<file path="src/rtl/jellyvl_periodic_trigger_monitor.sv">
// Periodic trigger monitor: measures trigger-to-trigger interval, flags early/late/missing, declares lock.
// Optional statistics counters are enabled by macro JELLYVL_PERIODIC_TRIGGER_MONITOR_STATS_EN.
module jellyvl_periodic_trigger_monitor #(
  parameter int TIMER_WIDTH  = 64,
  parameter int PERIOD_WIDTH = 32,
  parameter int LOCK_COUNT   = 4,
  parameter int MISS_LIMIT   = 3
) (
  input  logic                    clk,
  input  logic                    reset_n,
  input  logic                    enable,
  input  logic [PERIOD_WIDTH-1:0] period,
  input  logic [PERIOD_WIDTH-1:0] tolerance,
  input  logic [TIMER_WIDTH-1:0]  current_time,
  input  logic                    trigger,
  output logic [TIMER_WIDTH-1:0]  last_time,
  output logic [PERIOD_WIDTH-1:0] measured_period,
  output logic                    period_valid,
  output logic                    locked,
  output logic                    early,
  output logic                    late,
  output logic                    missing,
  output logic [15:0]             miss_count,
  output logic [15:0]             err_count
);

  // state   | meaning
  // IDLE    | disabled or just out of reset
  // ACQUIRE | waiting for a first trigger to set the base time
  // TRACK   | measuring intervals, not yet locked
  // LOCKED  | LOCK_COUNT consecutive in-window triggers seen
  typedef enum logic [1:0] {IDLE, ACQUIRE, TRACK, LOCKED} state_t;

  state_t                  state;
  logic [PERIOD_WIDTH-1:0] base_time;
  logic [PERIOD_WIDTH-1:0] elapsed;
  logic [PERIOD_WIDTH:0]   elapsed_x;
  logic [PERIOD_WIDTH:0]   lo;
  logic [PERIOD_WIDTH:0]   hi;
  logic [7:0]              lock_cnt;
  logic [7:0]              miss_run;
  logic [7:0]              lock_inc;
  logic [7:0]              miss_inc;
  logic                    tracking;
  logic                    is_early;
  logic                    is_late;
  logic                    ev_trig;
  logic                    ev_err;
  logic                    ev_miss;

  // Modular subtraction keeps time-base wrap transparent.
  assign elapsed   = current_time[PERIOD_WIDTH-1:0] - base_time;
  assign elapsed_x = {1'b0, elapsed};
  assign lo        = (tolerance > period) ? '0 : ({1'b0, period} - {1'b0, tolerance});
  assign hi        = {1'b0, period} + {1'b0, tolerance};
  assign is_early  = elapsed_x < lo;
  assign is_late   = elapsed_x > hi;
  assign lock_inc  = (lock_cnt == 8'hFF) ? lock_cnt : lock_cnt + 8'd1;
  assign miss_inc  = (miss_run == 8'hFF) ? miss_run : miss_run + 8'd1;

  assign tracking = enable && ((state == TRACK) || (state == LOCKED));
  assign ev_trig  = tracking && trigger;
  assign ev_err   = ev_trig && (is_early || is_late);
  // A trigger coinciding with expiry is late, never also missing.
  assign ev_miss  = tracking && !trigger && is_late;

  always_ff @(posedge clk or negedge reset_n) begin
    if (!reset_n) begin
      state           <= IDLE;
      base_time       <= '0;
      lock_cnt        <= '0;
      miss_run        <= '0;
      last_time       <= '0;
      measured_period <= '0;
      period_valid    <= 1'b0;
      locked          <= 1'b0;
      early           <= 1'b0;
      late            <= 1'b0;
      missing         <= 1'b0;
    end else begin
      period_valid <= 1'b0;
      early        <= 1'b0;
      late         <= 1'b0;
      missing      <= 1'b0;
      locked       <= (state == LOCKED);
      if (!enable) begin
        state  <= IDLE;
        locked <= 1'b0;
      end else begin
        case (state)
          IDLE: begin
            state  <= ACQUIRE;
            locked <= 1'b0;
          end
          ACQUIRE: begin
            locked <= 1'b0;
            if (trigger) begin
              base_time <= current_time[PERIOD_WIDTH-1:0];
              last_time <= current_time;
              lock_cnt  <= '0;
              miss_run  <= '0;
              state     <= TRACK;
            end
          end
          TRACK, LOCKED: begin
            if (trigger) begin
              measured_period <= elapsed;
              period_valid    <= 1'b1;
              base_time       <= current_time[PERIOD_WIDTH-1:0];
              last_time       <= current_time;
              if (is_early || is_late) begin
                early    <= is_early;
                late     <= is_late;
                lock_cnt <= '0;
                state    <= TRACK;
                locked   <= 1'b0;
              end else begin
                miss_run <= '0;
                lock_cnt <= lock_inc;
                if (lock_inc >= 8'(LOCK_COUNT)) begin
                  state  <= LOCKED;
                  locked <= 1'b1;
                end else begin
                  state  <= TRACK;
                  locked <= 1'b0;
                end
              end
            end else if (is_late) begin
              // Flywheel: keep the expected phase even though the trigger was lost.
              missing   <= 1'b1;
              base_time <= base_time + period;
              lock_cnt  <= '0;
              miss_run  <= miss_inc;
              locked    <= 1'b0;
              state     <= (miss_inc >= 8'(MISS_LIMIT)) ? ACQUIRE : TRACK;
            end
          end
          default: begin
            state  <= IDLE;
            locked <= 1'b0;
          end
        endcase
      end
    end
  end

`ifdef JELLYVL_PERIODIC_TRIGGER_MONITOR_STATS_EN
  always_ff @(posedge clk or negedge reset_n) begin
    if (!reset_n) begin
      miss_count <= '0;
      err_count  <= '0;
    end else begin
      if (ev_miss && (miss_count != 16'hFFFF)) miss_count <= miss_count + 16'd1;
      if (ev_err && (err_count != 16'hFFFF))   err_count  <= err_count + 16'd1;
    end
  end
`else
  assign miss_count = '0;
  assign err_count  = '0;
`endif

endmodule

</file>
<file path="config.mk">
export PLATFORM = sky130hd
export DESIGN_NAME = jellyvl_periodic_trigger_monitor
export DESIGN_NICKNAME = d
export VERILOG_FILES = /design/src/rtl/jellyvl_periodic_trigger_monitor.sv
export SDC_FILE = /design/constraint.sdc
export NUM_CORES = 1
export LEC_CHECK = 0
export ABC_AREA = 0
export CAP_MARGIN = 10
export CORE_MARGIN = 2
export CORE_UTILIZATION = 40
export DETAILED_ROUTE_END_ITERATION = 10
export PLACE_DENSITY = 0.75
export REMOVE_ABC_BUFFERS = 1
export SYNTH_ARGS = -nofsm -noshare
export SYNTH_HDL_FRONTEND = slang
export SYNTH_SLANG_ARGS = --single-unit
</file>
<file path="constraint.sdc">
create_clock -name clk -period 9.75 [get_ports clk]
set_input_delay 2.4375 -clock clk [delete_from_list [all_inputs] [get_ports clk]]
set_output_delay 2.4375 -clock clk [all_outputs]
set_load 0.05 [all_outputs]
</file>
; ---- After elaboration in Yosys (flattened, before gate mapping)
; Cells that the tools add are included.
[classes]
order_cmp = 5
addsub = 6
muxes = 45
n_eq_ne = 10
n_reduce_logical = 11
[op_table]
columns = operator, n
row1 = $mux W32, 3
row2 = $mux W8, 9
row3 = $pmux W32 S2, 1
row4 = $add A32 B32 Y33, 1
row5 = $gt A32 B33 Y1, 1
row6 = $lt A32 B33 Y1, 1
row7 = $mux W33, 1
row8 = $sub A32 B32 Y33, 1
row9 = $add A32 B32 Y32, 1
row10 = $gt A32 B32 Y1, 1
row11 = $pmux W8 S2, 2
row12 = $sub A32 B32 Y32, 1
row13 = $mux W1, 22
row14 = $add A8 B1 Y8 const B, 2
row15 = $eq A8 B8 Y1 const B, 2
row16 = $mux W2, 5
row17 = $ne A3 B3 Y1 const B, 3
row18 = $ge A8 B2 Y1 const B, 1
row19 = $ge A8 B3 Y1 const B, 1
row20 = $pmux W2 S3, 1
row21 = $reduce_and A3 Y1, 2
row22 = $reduce_and A5 Y1, 1
row23 = $eq A2 B2 Y1 const B, 2
row24 = $ne A4 B4 Y1 const B, 1
row25 = 10 further kinds, 11
[word_totals]
output_inout_bits = 133
inputBits = 132
register_bits = 151
elab_cells = 88

; ---- Longest topological paths before layout
[logic_depth]
ltp_word = 8
depth_mapped = 27
ltp_nobuf = 26

; ---- Worst setup path after synthesis
; Ideal clock, no wire load.
[synth_path]
kind = input to register
startpoint = in current_time[0]
endpoint = reg lock_cnt[3]
setup_time_ps = 121
required_time_ps = 9629
path_buffers = 1
stages = 27
t_arrival_ps = 7121
slack_ps = 2508
cell_sequence = inv_1 ha_1 inv_1 fa_1 a21o_1 a21oi_1 o21ai_0 a31o_2 a21oi_1 o21bai_1 a21oi_1 o21bai_1 a21oi_1 xnor2_1 ha_1 nand4_1 nor4_1 o21ai_0 o211ai_1 a221oi_1 nor4_1 o41a_4 o21ai_1 a21oi_1 buf_4 o21ai_0 a22o_1
[synth_between]
elab_chain_cells = 6
elab_cells_between_ends = 9
cone_classes = 1 x add/sub / 2 x order compare / 1 x eq/ne / 3 x mux / 2 x reduce/logical
[synth_lines]
columns = element, line_no
row1 = from (decl), 14  ; input logic [TIMER_WIDTH-1:0] current_time,
row2 = $sub A32 B32 Y32 *, 52  ; assign elapsed = current_time[PERIOD_WIDTH-1:0] - base_time;
row3 = via elapsed[14], 36  ; logic [PERIOD_WIDTH-1:0] elapsed;
row4 = $lt A32 B33 Y1 or $gt A32 B33 Y1 (tied branches), "56, 57"
row5 = $logic_or A1 B1 Y1, 111  ; if (is_early || is_late) begin
row6 = $mux W8, 111
row7 = $mux W8, 106  ; if (trigger) begin
row8 = $pmux W8 S2, 90  ; case (state)
row9 = to (signal assigned), 119  ; lock_cnt <= lock_inc;
row10 = to (decl), 40  ; logic [7:0] lock_cnt;
; The timed path passes the listed nets; every way through them passes the cells marked *.
; A chain may end at the register's enable or synchronous reset.

; ---- Worst setup path in the final report
[layout_path]
startpoint = in current_time[0]
endpoint = reg lock_cnt[0]
; Same word-level chain as after synthesis.

==> impl_metrics.py <==
metrics = {
    "floorplanning": {
        "design.die.area_um2": 37600,
        "ioPinCount": 265,
        "row_count": 69,
        "dieWidth_um": 194,
        "dieHeight_um": 194,
        "initial_core_util": 0.406,
        "core_um2": 35600,
    },
    "synthesis": {
        "syn-cell-area_um2": 14400,
        "syn_area_per_cell_um2": 8.29,
        "yosys_warnings": 0,
        "synth-compound-area-share": 0.221,
        "synth-xor-area-share": 0.0613,
        "synthMuxAreaShare": 0.0536,
        "synth_simple_gate_area_frac": 0.161,
        "synth-edff-count": 0,
        "synthesis.instances": 1743,
        "synth_top_family_by_area": "compound AO/OA/AOI/OAI gates",
        "synthArstFlopShare": 1.00,
        "ys_types": 72,
        "ys.flop_type": "dfrtp_1",
        "synthAdderAreaFrac": 0.171,
        "ys_seq_area_frac": 0.262,
        "ys_ff_latch": 151,
    },
    "timing": {
        "fin_ws_ps": 507,
        "tightest_slew_ps": 1210,
        "hold_viol_final": 0,
        "timing.fmax_mhz": 108,
        "clock_skew_ps": 16.4,
        "finalSetupTns_ps": 0,
        "min_period_ps": 9240,
        "rsz0062_at_grt": "no",
        "finalCritPeriodShare": 0.948,
        "drv_slew": 0,
        "setup_viol": 0,
        "relSlewSlack": 0.193,
    },
    "place": {
        "place_ws_ps": 255,
        "gp_congestion": 0.938,
        "portBuffers": 232,
        "hpwlAfterDp_um": 35200,
    },
    "clock_tree": {
        "cts_resized": 0,
        "clkTransAtPathRegs_ps": 60,
        "cts_setup_buffers": 0,
        "cts_tree": "done",
        "numCtsBuffers": 17,
        "cts-root-buf": "clkbuf_16",
        "ctsHoldBuffers": 0,
        "cts_sinks": 151,
        "cts_max_level": 4,
        "clock_latency_ps": 460,
        "cts.path.max_buffers": 2,
    },
    "cells_and_area": {
        "syn_to_final_growth_pct": 22.0,
        "final_cell_mix": "231 x clkdlybuf4s50_1, 191 x ha_1, 180 x nand2_1, 154 x a21oi_1, 151 x dfrtp_1",
        "fin_nets": 2269,
        "finish.utilization": 0.495,
        "layout_commonest_cell": "clkdlybuf4s50_1",
        "drive_above_1_share": 0.0701,
        "n_antenna_cell": 0,
    },
    "pwr": {
        "power_density_nw_per_um2": 284,
        "comb_power_share": 0.674,
        "switching_share": 0.500,
        "ir_drop_mv": 0.181,
        "total_power_mw": 5.00,
        "internal_power_mw": 2.50,
        "p_sw_mw": 2.50,
        "p_leak_nw": 7.96,
        "p_seq_frac": 0.193,
        "clkPwrFrac": 0.134,
    },
    "worst_setup_path": {
        "required_ps": 10100,
        "start_kind": "primary input",
        "cp_slowest_cell": "nor4_1",
        "cpPeakStageDelay_ps": 640,
        "cp-end-kind": "flip-flop",
        "crit_arrival_ps": 9590,
        "critPathKind": "in2reg",
        "crit_top_cell": "a21oi_1",
        "path_max_fanout": 11,
    },
    "routing": {
        "wire_per_inst_um": 18.1,
        "vias": 13500,
        "viasPerCell": 5.59,
        "ant_nets": 0,
        "finalWirelength_um": 43700,
        "drtIter0Drc": 1080,
        "drtPass1Iterations": 7,
        "drcViolationCount": 0,
    },
    "global_routing": {
        "track_usage": 0.229,
        "grt_pass1_vias": 12900,
        "overflow": 0,
        "grt_max_degree": 92,
        "grt_pass1_wl_um": 69000,
        "antenna_found_initial": 0,
    },
    "run": {
        "maxCapViolCount": 0,
    },
    "outcome": {
        "status": "finished, final reports clean",
    },
    "worst_hold_path": {
        "hold_path.class": "reg2reg",
    },
}
## flip-flops by register name, summed over array words and instances, names as in the netlist
| register | cells |
|---|---|
| locked | 1 |
| early | 1 |
| last_time | 64 |
| state | 2 |
| base_time | 32 |
| late | 1 |
| missing | 1 |
| period_valid | 1 |
| miss_run | 8 |
| measured_period | 32 |
| lock_cnt | 8 |
## worst max-delay path, delay by kind of cell
| family | cells | cell delay (ps) |
|---|---|---|
| adder cells (fa/ha/maj) | 3 | 980 |
| AO/OA/AOI/OAI | 16 | 3710 |
| multiplexers | 1 | 320 |
| buffers and inverters | 3 | 580 |
| XOR/XNOR | 1 | 200 |
| AND/OR/NAND/NOR | 3 | 1360 |
## through the flow
stage	hold slack (ps)	instance area, um^2	cells
floorplan	475	14000	1679
global placement	458	17100	2384
detailed placement	465	17100	2384
CTS	481	17600	2415
global route	499	17600	2415
finish	471	17600	2415
## kinds of logic after synthesis
| kind of cell | count (synthesis) |
|---|---|
| AOI/OAI and AO/OA | 497 |
| xor gates and xnor gates | 101 |
| adders and majority gates | 195 |
| buffers and inverters | 221 |
| DFF | 151 |
| muxes | 69 |
| other | 1 |
| and+or+nand+nor | 508 |
## final cells by class
type	count	area, um^2
Sequential cell	151	3780
Fill cell	3404	17900
Clock inverter	12	130
Multi-Input combinational cell	1402	9780
Tap cell	461	577
Timing Repair Buffer	244	2440
Inverter	126	473
Clock buffer	19	443
## layer usage
layer  global-route usage  part of all wire  up-vias
li1                     -                 -     6549
met1                0.320              0.48     6417
met2                0.352              0.44      452
met3               0.0386             0.054       80
met4               0.0881             0.031        0
met5                    0                 0        -
## cells in the mapped netlist (12+ instances only)
| master | count | share of area |
|---|---|---|
| ha_1 | 191 | 0.17 |
| nand2_1 | 180 | 0.047 |
| a21oi_1 | 155 | 0.054 |
| dfrtp_1 | 151 | 0.26 |
| nor2_1 | 142 | 0.037 |
| inv_1 | 126 | 0.033 |
| o21ai_0 | 101 | 0.035 |
| xnor2_1 | 76 | 0.046 |
| mux2_2 | 67 | 0.052 |
| a21o_1 | 47 | 0.024 |
| clkbuf_1 | 40 | 0.010 |
| nand3_1 | 37 | 0.013 |
| buf_4 | 36 | 0.019 |
| a211oi_1 | 32 | 0.017 |
| nor3_1 | 32 | 0.011 |
| a31oi_1 | 29 | 0.013 |
| xor2_1 | 25 | 0.015 |
| nand4_1 | 22 | 0.0095 |
| nand2b_1 | 20 | 0.0087 |
| o21bai_1 | 19 | 0.0099 |
| o21a_1 | 15 | 0.0078 |
| o211ai_1 | 14 | 0.0073 |
| and2_1 | 13 | 0.0056 |
| nor2b_1 | 13 | 0.0056 |
| buf_2 | 12 | 0.0042 |
## worst paths after layout
check / slack (ps) / end / cells past startpoint / start
setup / recovery: 510 / lock_cnt[0] / 27 / current_time[0]
hold / removal: 470 / measured_period[24] / 2 / measured_period[24]
setup reg to reg: 2620 / lock_cnt[0] / 25 / base_time[0]
hold reg to reg: 470 / measured_period[24] / 2 / measured_period[24]
max in group asynchronous: 6320 / measured_period[31] / 2 / reset_n
min in group asynchronous: 2050 / last_time[39] / 1 / reset_n
## power by group through the flow
| stage | sequential, mW | clock [mW] | combinational, mW |
|---|---|---|---|
| global placement | 0.963 | 0 | 3.24 |
| detailed placement | 0.974 | 0 | 3.31 |
| floorplan | 1.47 | 0 | 1.80 |
| CTS | 0.965 | 0.685 | 3.34 |
| finish | 0.964 | 0.668 | 3.37 |
| global route | 0.991 | 0.710 | 3.66 |
Note: power is estimated with default switching activity, not from simulation.
